`src/rtl/mem_io_hub_pkg.sv`:
```
// Shared definitions for the CPU memory/I-O hub: I/O addresses, read-source
// select encoding, stop-sequence state encoding and a byte-pick helper.
`timescale 1ns/1ps
package mem_io_hub_pkg;

  localparam logic [31:0] IO_UART = 32'h0003_0000;
  localparam logic [31:0] IO_CLK  = 32'h0003_0004;

  typedef enum logic [1:0] {
    SRC_RAM  = 2'd0,
    SRC_IO   = 2'd1,
    SRC_ZERO = 2'd2
  } rd_src_t;

  typedef enum logic [1:0] {
    ST_RUN   = 2'd0,
    ST_DRAIN = 2'd1,
    ST_DONE  = 2'd2
  } hub_state_t;

  function automatic logic [7:0] byte_of(input logic [31:0] w, input logic [1:0] idx);
    logic [7:0] b;
    case (idx)
      2'd0:    b = w[7:0];
      2'd1:    b = w[15:8];
      2'd2:    b = w[23:16];
      default: b = w[31:24];
    endcase
    return b;
  endfunction

endpackage

```
`src/rtl/mem_io_hub_byte_fifo.sv`:
```
// Byte-wide FIFO with occupancy count; pushes when full and pops when empty
// are ignored, and the head byte reads as zero while empty.
`timescale 1ns/1ps
module byte_fifo #(
  parameter int DEPTH = 16,
  localparam int AW = $clog2(DEPTH)
) (
  input  logic        clk,
  input  logic        rst_n,
  input  logic        push,
  input  logic [7:0]  push_data,
  input  logic        pop,
  output logic [7:0]  pop_data,
  output logic [AW:0] count,
  output logic        full,
  output logic        empty
);

  logic [7:0]    mem [DEPTH];
  logic [AW-1:0] wr_ptr;
  logic [AW-1:0] rd_ptr;
  logic          do_push;
  logic          do_pop;

  assign full     = (count == (AW+1)'(DEPTH));
  assign empty    = (count == '0);
  assign do_push  = push && !full;
  assign do_pop   = pop && !empty;
  assign pop_data = empty ? 8'h00 : mem[rd_ptr];

  always_ff @(posedge clk) begin
    if (do_push) mem[wr_ptr] <= push_data;
  end

  // Pointers are exactly log2(DEPTH) bits, so wrap is implicit.
  always_ff @(posedge clk or negedge rst_n) begin
    if (!rst_n) begin
      wr_ptr <= '0;
      rd_ptr <= '0;
      count  <= '0;
    end else begin
      if (do_push) wr_ptr <= wr_ptr + 1'b1;
      if (do_pop)  rd_ptr <= rd_ptr + 1'b1;
      case ({do_push, do_pop})
        2'b10:   count <= count + 1'b1;
        2'b01:   count <= count - 1'b1;
        default: count <= count;
      endcase
    end
  end

endmodule

```
`src/rtl/mem_io_hub.sv`:
```
// CPU external-bus hub: RAM/I-O decode, 1-cycle read return, UART TX queue,
// UART RX pop, cycle counter snapshot and the program-stop drain sequence.
`timescale 1ns/1ps
module mem_io_hub
  import mem_io_hub_pkg::*;
#(
  parameter int TX_DEPTH    = 16,
  parameter int FULL_MARGIN = 2,
  parameter int RAM_AW      = 17,
  parameter int CNT_W       = 32
) (
  input  logic              clk_in,
  input  logic              rst_in,
  input  logic              cpu_rdy,
  input  logic [31:0]       cpu_mem_a,
  input  logic [7:0]        cpu_mem_dout,
  input  logic              cpu_mem_wr,
  output logic [7:0]        cpu_mem_din,
  output logic              io_buffer_full,
  output logic [RAM_AW-1:0] ram_a,
  output logic              ram_wr,
  output logic [7:0]        ram_dout,
  input  logic [7:0]        ram_din,
  output logic [7:0]        uart_tx_data,
  output logic              uart_tx_valid,
  input  logic              uart_tx_ready,
  input  logic [7:0]        uart_rx_data,
  input  logic              uart_rx_valid,
  output logic              uart_rx_pop,
  output logic              prog_done,
  output logic              tx_overflow
);

  localparam int CW = $clog2(TX_DEPTH) + 1;
  localparam logic [CW-1:0] FULL_TH = CW'(TX_DEPTH - FULL_MARGIN);
  localparam logic [17:0] OFF_UART = IO_UART[17:0];
  localparam logic [17:0] OFF_CLK  = IO_CLK[17:0];

  hub_state_t     state;
  rd_src_t        rd_src;
  logic [7:0]     io_byte;
  logic [CNT_W-1:0] counter;
  logic [CNT_W-1:0] snapshot;
  logic [31:0]    snap32;
  logic           pend;

  logic           is_io;
  logic [17:0]    io_off;
  logic           uart_wr;
  logic           stop_wr;
  logic           fifo_push;
  logic [7:0]     fifo_push_data;
  logic [CW-1:0]  fifo_count;
  logic           fifo_full;
  logic           fifo_empty;
  logic           unused_addr;

  assign is_io       = (cpu_mem_a[17:16] == 2'b11);
  assign io_off      = cpu_mem_a[17:0];
  assign unused_addr = ^cpu_mem_a[31:18];
  assign snap32      = 32'(snapshot);

  assign uart_wr = cpu_mem_wr && is_io && (io_off == OFF_UART) && (state == ST_RUN)
                   && (cpu_mem_dout != 8'h00);
  assign stop_wr = cpu_mem_wr && is_io && (io_off == OFF_CLK) && (state == ST_RUN);

  // The stop marker is a 0x00 byte; if the queue is full it waits in pend.
  assign fifo_push      = !fifo_full && (uart_wr || stop_wr || pend);
  assign fifo_push_data = uart_wr ? cpu_mem_dout : 8'h00;

  assign ram_a       = cpu_mem_a[RAM_AW-1:0];
  assign ram_dout    = cpu_mem_dout;
  assign ram_wr      = rst_in && cpu_mem_wr && !is_io && (state != ST_DONE);
  assign uart_rx_pop = rst_in && !cpu_mem_wr && is_io && (io_off == OFF_UART) && uart_rx_valid;
  assign cpu_mem_din = (rd_src == SRC_RAM) ? ram_din : io_byte;
  assign prog_done   = (state == ST_DONE);

  byte_fifo #(.DEPTH(TX_DEPTH)) u_tx_fifo (
    .clk       (clk_in),
    .rst_n     (rst_in),
    .push      (fifo_push),
    .push_data (fifo_push_data),
    .pop       (uart_tx_valid && uart_tx_ready),
    .pop_data  (uart_tx_data),
    .count     (fifo_count),
    .full      (fifo_full),
    .empty     (fifo_empty)
  );

  assign uart_tx_valid = !fifo_empty;

  always_ff @(posedge clk_in or negedge rst_in) begin
    if (!rst_in) begin
      rd_src         <= SRC_ZERO;
      io_byte        <= 8'h00;
      counter        <= '0;
      snapshot       <= '0;
      pend           <= 1'b0;
      io_buffer_full <= 1'b0;
      tx_overflow    <= 1'b0;
    end else begin
      if (cpu_rdy && state == ST_RUN) counter <= counter + 1'b1;
      if (uart_wr && fifo_full) tx_overflow <= 1'b1;
      if (stop_wr && fifo_full) pend <= 1'b1;
      else if (pend && !fifo_full) pend <= 1'b0;
      io_buffer_full <= (fifo_count >= FULL_TH);

      if (cpu_mem_wr) begin
        rd_src  <= SRC_ZERO;
        io_byte <= 8'h00;
      end else if (!is_io) begin
        rd_src  <= SRC_RAM;
        io_byte <= 8'h00;
      end else begin
        rd_src <= SRC_IO;
        case (io_off)
          OFF_UART: io_byte <= uart_rx_valid ? uart_rx_data : 8'h00;
          OFF_CLK: begin
            snapshot <= counter;
            io_byte  <= counter[7:0];
          end
          OFF_CLK + 18'd1,
          OFF_CLK + 18'd2,
          OFF_CLK + 18'd3: io_byte <= byte_of(snap32, io_off[1:0]);
          default: io_byte <= 8'h00;
        endcase
      end
    end
  end

  // state    | meaning
  // ST_RUN   | normal operation, counter runs, writes accepted
  // ST_DRAIN | stop written, waiting for TX queue and stop marker to leave
  // ST_DONE  | program finished, terminal until reset
  always_ff @(posedge clk_in or negedge rst_in) begin
    if (!rst_in) begin
      state <= ST_RUN;
    end else begin
      case (state)
        ST_RUN:   if (stop_wr) state <= ST_DRAIN;
        ST_DRAIN: if (fifo_empty && !pend) state <= ST_DONE;
        ST_DONE:  state <= ST_DONE;
        default:  state <= ST_RUN;
      endcase
    end
  end

endmodule

```
`config.mk`:
```
export PLATFORM = sky130hd
export DESIGN_NAME = mem_io_hub
export DESIGN_NICKNAME = d
export VERILOG_FILES = /design/src/rtl/mem_io_hub_pkg.sv /design/src/rtl/mem_io_hub_byte_fifo.sv /design/src/rtl/mem_io_hub.sv
export SDC_FILE = /design/constraint.sdc
export NUM_CORES = 1
export LEC_CHECK = 0
export BUFFER_PORTS_ARGS = -buffer_cell sky130_fd_sc_hd__buf_4
export CAP_MARGIN = 20
export CELL_PAD_IN_SITES_DETAIL_PLACEMENT = 1
export CELL_PAD_IN_SITES_GLOBAL_PLACEMENT = 1
export CORE_MARGIN = 1.5
export CORE_UTILIZATION = 29
export CTS_CLUSTER_SIZE = 20
export DETAILED_ROUTE_END_ITERATION = 8
export GPL_TIMING_DRIVEN = 0
export PLACE_DENSITY = 0.54
export SYNTH_ARGS = -nofsm -noshare
export SYNTH_HDL_FRONTEND = slang
export SYNTH_SLANG_ARGS = --single-unit
export TNS_END_PERCENT = 30
```
`constraint.sdc`:
```
create_clock -name clk_in -period 3.2 [get_ports clk_in]
set_input_delay 0.64 -clock clk_in [delete_from_list [all_inputs] [get_ports clk_in]]
set_output_delay 0.64 -clock clk_in [all_outputs]
set_load 0.005 [all_outputs]
```
* Yosys cells after proc, flatten, opt, wreduce, memory -nomap -nowiden
Memories as Yosys holds them, arrays and structs flattened.
Cells that the tools add are included.
W data, S select, Z words.
** Operators by class
- Add/subtract/negate cells :: 5
- $lt $le $gt $ge :: 1
- Equality and inequality tests :: 16
- Muxes and demuxes :: 18
- Bitwise operators :: 1
- Reductions and logical operators :: 39
** Operator list (count)
- $eq A18 B18 Y1 const B :: 5
- $mux W8 :: 6
- $pmux W8 S3 :: 2
- $add A32 B1 Y32 const B :: 1
- $logic_and A1 B1 Y1 :: 22
- $pmux W5 S2 :: 1
- $add A4 B1 Y4 const B :: 2
- $eq A2 B2 Y1 const B :: 4
- $reduce_bool A8 Y1 :: 1
- $eq A2 B1 Y1 const B :: 3
- $logic_not A2 Y1 :: 3
- $mux W2 :: 3
- $ne A2 B2 Y1 const B :: 3
- $pmux W2 S3 :: 1
- $add A5 B1 Y5 const B :: 1
- $eq A5 B5 Y1 const B :: 1
- $ge A5 B4 Y1 const B :: 1
- $logic_not A1 Y1 :: 5
- $logic_not A5 Y1 :: 1
- $mux W1 :: 5
- $sub A5 B1 Y5 const B :: 1
- $reduce_bool A2 Y1 :: 2
- $reduce_and A3 Y1 :: 1
- $reduce_or A3 Y1 :: 1
- other kinds (3) :: 4
** Word-level totals
- Register bits :: 92
- RAM bits :: 128
- Output and inout bits :: 47
- Word-level logic and storage cells :: 92
- Memories :: 1
** Memories
- u_tx_fifo.mem :: words 16, bits a word 8, rd ports 1, clocked after memory_dff 0, wr ports 1, line mem_io_hub_byte_fifo.sv:19 : logic [7:0] mem [DEPTH];

* Logic depth before layout (Yosys ltp)
- Depth after elaboration :: 11
- Gate-level depth with buffers :: 17
- Mapped depth without buffers :: 14

* Cells and area by module
From an unflattened synthesis, not the netlist that was laid out.
** Unflattened totals
- Cells, all modules :: 632
- Area, all modules :: 9618.0 µm²
** By module, submodules not included
- byte_fifo :: instances 1, cells each 308, area an instance 5884.4 µm², sequential area each 4169.0 µm²
- mem_io_hub :: instances 1, cells each 324, area an instance 3733.6 µm², sequential area each 1778.0 µm²

* Least setup slack after synthesis
No wires, ideal clock.
- Path kind :: input -> register
- Start point :: input port cpu_mem_dout[4]
- End point :: register u_tx_fifo.count[4]
- Setup time :: 0.079 ns
- Arrival :: 3.351 ns
- Data required time :: 3.121 ns
- Path slack :: -0.230 ns
- Stages :: 15
- Cells stage by stage :: nor4_1 > a31oi_1 > a31oi_1 > or2_1 > buf_4 > buf_6 > ha_1 > clkbuf_1 > xor2_1 > ha_1 > a21boi_0 > o221ai_1 > a21o_1 > a21oi_1 > xor2_1
** Between the ends
- Cells in the longest elaborated chain, start to end :: 8
- Elaborated cells on any way between the ends :: 10
- Classes of those cells :: eq/ne (2); mux (1); reduce/logical (7)
** RTL lines
- start: declaration :: line mem_io_hub.sv:16 : input logic [7:0] cpu_mem_dout,
- $reduce_bool A8 Y1 * :: line mem_io_hub.sv:64 : && (cpu_mem_dout != 8'h00);
- $logic_and A1 B1 Y1 * :: line mem_io_hub.sv:64
- $logic_or A1 B1 Y1 * (2 in a row) :: line mem_io_hub.sv:68 : assign fifo_push = !fifo_full && (uart_wr || stop_wr || pend);
- $logic_and A1 B1 Y1 * :: line mem_io_hub.sv:68
- $logic_and A1 B1 Y1 * :: line mem_io_hub_byte_fifo.sv:27 : assign do_push = push && !full;
- $eq A2 B1 Y1 / $eq A2 B2 Y1 (equally long branches) :: line mem_io_hub_byte_fifo.sv:44 : case ({do_push, do_pop})
- $pmux W5 S2 / $reduce_bool A2 Y1 (equally long branches)
- end signal: assignment :: line mem_io_hub_byte_fifo.sv:45 : 2'b10: count <= count + 1'b1;
- end signal: assignment :: line mem_io_hub_byte_fifo.sv:46 : 2'b01: count <= count - 1'b1;
- end signal: assignment :: line mem_io_hub_byte_fifo.sv:47 : default: count <= count;
- end: declaration :: line mem_io_hub_byte_fifo.sv:14 : output logic [AW:0] count,
Every way passes the cells marked *; elsewhere a longest branch is shown, timed or not.
A chain may end at the register's enable or synchronous reset.

* Final worst setup path
- Start point :: register u_tx_fifo.rd_ptr[0]
- End point :: output port uart_tx_data[6]
** Between the ends
- Cells in the longest elaborated chain, start to end :: 2
** RTL lines
- start: declaration :: line mem_io_hub_byte_fifo.sv:21 : logic [AW-1:0] rd_ptr;
- start signal: assignment :: line mem_io_hub_byte_fifo.sv:43 : if (do_pop) rd_ptr <= rd_ptr + 1'b1;
- $mem_v2 Z16 W8
- $mux W8 :: line mem_io_hub_byte_fifo.sv:29 : assign pop_data = empty ? 8'h00 : mem[rd_ptr];
- end: declaration :: line mem_io_hub.sv:24 : output logic [7:0] uart_tx_data,
No other way between the ends.

==> qor.yml <==
outcome:
  outcome: "finished, violations left"
  violations: "setup timing"
sta:
  slew_viol_final: 0
  fin_crit_sh: 1.01
  clock_skew_ns: 0.0180
  setup_viol: 4
  rsz0062_at_grt: "yes"
  hold_ws_ns: 0.0277
  fmax_mhz: 311
  fin_crit_ns: 3.22
  tightest_slew_ns: 0.966
  hold_violations: 0
  slew-limit-headroom: 0.354
  setup_slack_ns: -0.0199
floorplan:
  start_util: 0.295
  die_h_um: 185
  core_mm2: 0.0326
  die-area_mm2: 0.0343
  ioPinCount: 109
  die_x_um: 185
  placementRows: 66
job:
  cap_violations: 0
cts:
  clock_sinks: 212
  clock_latency_ns: 0.52
  cts_htree_levels: 1
  cts.clk_slew.worst_paths_ns: 0.06
  root_buffer: "clkbuf_16"
  cts_tree: "done"
  cts_buffer_depth: 3
  cts-buffers-inserted: 26
  hold_buffers: 0
critical_path:
  r2r_start: "state[0]"
  r2r_cells: 16
  cp.depth: 6
  crit_fanout: 8
  crit_type: "reg -> out"
  start_kind: "register"
  slowest_delay_ns: 0.54
  worst_ep_arrival_time_ns: 2.58
  cp-endpoint: "uart_tx_data[6]"
  path_buf_inv: 3
  crit_start: "u_tx_fifo.rd_ptr[0]"
  worstPathRequired_ns: 2.56
  r2r-end: "u_tx_fifo.count[4]"
  end_kind: "output port"
  r2r_slack_ns: 0.20
  critPathTopFamily: "multiplexers"
  critical-path-slowest-cell: "mux4_2"
  path_cells: "buf_12 -> buf_12 -> mux4_2 -> mux4_2 -> and2_4 -> buf_6"
grt:
  grt_pass1_vias: 6223
  antenna_found_initial: 0
  grt_util_met3: 0.0181
  grt_start_max_net_pins: 87
  busiest_layer: "met2"
  grt_usage: 0.141
  overflow: 0
  grt_pass1_wl_mm: 36.4
  use_met2: 0.246
  met1_usage: 0.184
cells_and_area:
  final_layout_size_suffix_gt1_frac: 0.408
  multi_input_area_mm2: 0.00336
  seqCellArea_mm2: 0.00595
  area_growth_pct: 26.8
  fillers: 3349
  fin_nets: 829
  n_antenna_cell: 0
route:
  wl_per_cell_um: 19.9
  first_iter_violations: 365
  antenna_left: 0
  viasPerCell: 4.65
  vias: 5654
  first_pass_iters: 7
  drt-total-wl_mm: 24.2
  remaining_drc_errors: 0
hold_path:
  hold_class: "in -> async"
logic_synthesis:
  yosysSeqAreaShare: 0.618
  syn_nets: 689
  synth_area_leaders: "edfxtp_1, dfrtp_1, mux4_2"
  ys_ff_latch: 212
  synth_area_mm2: 0.00962
  synth_edf_count: 128
  syn_avg_cell_area_um2: 15.7
  synth_cell_type_count: 55
  synth_top_cell_by_area: "edfxtp_1"
  async_flop_share: 0.396
  synth_most_common_cell: "edfxtp_1"
  synth.top_cell.area_share: 0.399
  synth_flop_cell: "edfxtp_1"
  synthTopCellsByCount: "edfxtp_1, dfrtp_1, mux2_2"
  yosys_warnings: 0
  synthesis.instances: 613
pwr:
  powerDensity_mw_per_mm2: 675
  vdd_drop_max_v: 0.000370
  cellLeakagePower_uw: 0.00453
placement:
  pre_cts_ws_ns: -0.993
  io_buffers: 94
  dp_hpwl_mm: 17.5
  gp_congestion: 0.792
==> area by class of cell <==
cell class,instances,share of cell area
clock inverter,20,0.0197
sequential,212,0.488
clock buffer,28,0.0540
timing repair buffer,115,0.0785
inverter,8,0.00246
buffer,53,0.0373
multi-input combinational,337,0.275
tap,442,0.0453
==> stage by stage <==
stage | TNS [ns] | instance area [um^2] | std cells | total power, uW | utilization
after global routing | -0.481 | 12200 | 1215 | 8610 | 0.374
final | -0.0634 | 12200 | 1215 | 8240 | 0.374
after detailed placement | -24.64 | 11000 | 1154 | 4910 | 0.337
after global placement | -55.54 | 10900 | 1149 | 4840 | 0.335
after CTS | -0.527 | 12100 | 1211 | 8270 | 0.371
after floorplan | -0.0139 | 9670 | 613 | 4300 | -
==> cells by family (layout without fill, tap and decap cells) <==
group | count (synthesis) | after routing | share of synthesized area
AOI/OAI and AO/OA | 35 | 35 | 0.0295
and+or+nand+nor | 159 | 159 | 0.0930
DFF | 212 | 212 | 0.618
buffers and inverters | 64 | 224 | 0.0489
muxes | 86 | 86 | 0.153
adders and majority gates | 14 | 14 | 0.0182
xor gates and xnor gates | 43 | 43 | 0.0391
==> repair_timing <==
| action | CTS | global route |
|---|---|---|
| resized for setup | 29 | 25 |
| endpoints found under the setup margin | 11 | 9 |
| endpoints found under the hold margin | 0 | 0 |
| cloned | 2 | 1 |
| pin swaps | 3 | 8 |
| buffers inserted | 7 | 7 |
==> routing by layer <==
layer / vias up / share of wire / routed length (um)
met5: - / 0 / 0
met4: 0 / 0.018 / 430
met3: 30 / 0.028 / 682
met2: 92 / 0.51 / 12300
met1: 2957 / 0.44 / 10700
li1: 2575 / - / -
==> layout by cell type (no fill, tap or decap), types with 9 or more instances in the layout <==
master and count:
nand2_1 30, mux4_2 35, mux2_2 36, nand3_1 23, clkbuf_16 27, and2_1 11, nor2_1 31, mux2_1 9
dfrtp_1 83, clkbuf_1 11, xor2_1 21, ha_1 11, nor3_1 10, xnor2_1 22, and2_4 9, buf_6 11
buf_4 130, edfxtp_1 128
==> power breakdown <==
group / switching (uW) / internal (uW)
Clock: 1140 / 1890
Combinational: 871 / 1210
Sequential: 136 / 3000
==> how the worst min path moves through the flow <==
| stage | cells after the start | startpoint | end |
|---|---|---|---|
| 2_1_floorplan | 0 | rst_in | counter[0] |
| 3_3_place_gp | 1 | tx_overflow | tx_overflow |
| 3_5_place_dp | 1 | tx_overflow | tx_overflow |
| 4_1_cts | 1 | cpu_mem_wr | rd_src[1] |
| 5_1_grt | 1 | rst_in | counter[7] |
| 6_report | 1 | rst_in | counter[7] |
==> state kept, by name, indices dropped and copies added, names as in the netlist <==
| signal | count |
|---|---|
| pend | 1 |
| u_tx_fifo.wr_ptr | 4 |
| io_buffer_full | 1 |
| rd_src | 2 |
| u_tx_fifo.rd_ptr | 4 |
| tx_overflow | 1 |
| snap32 | 24 |
| io_byte | 8 |
| u_tx_fifo.count | 5 |
| state | 2 |
| counter | 32 |
| u_tx_fifo.mem | 128 |
(Power assumes the default switching activity.)
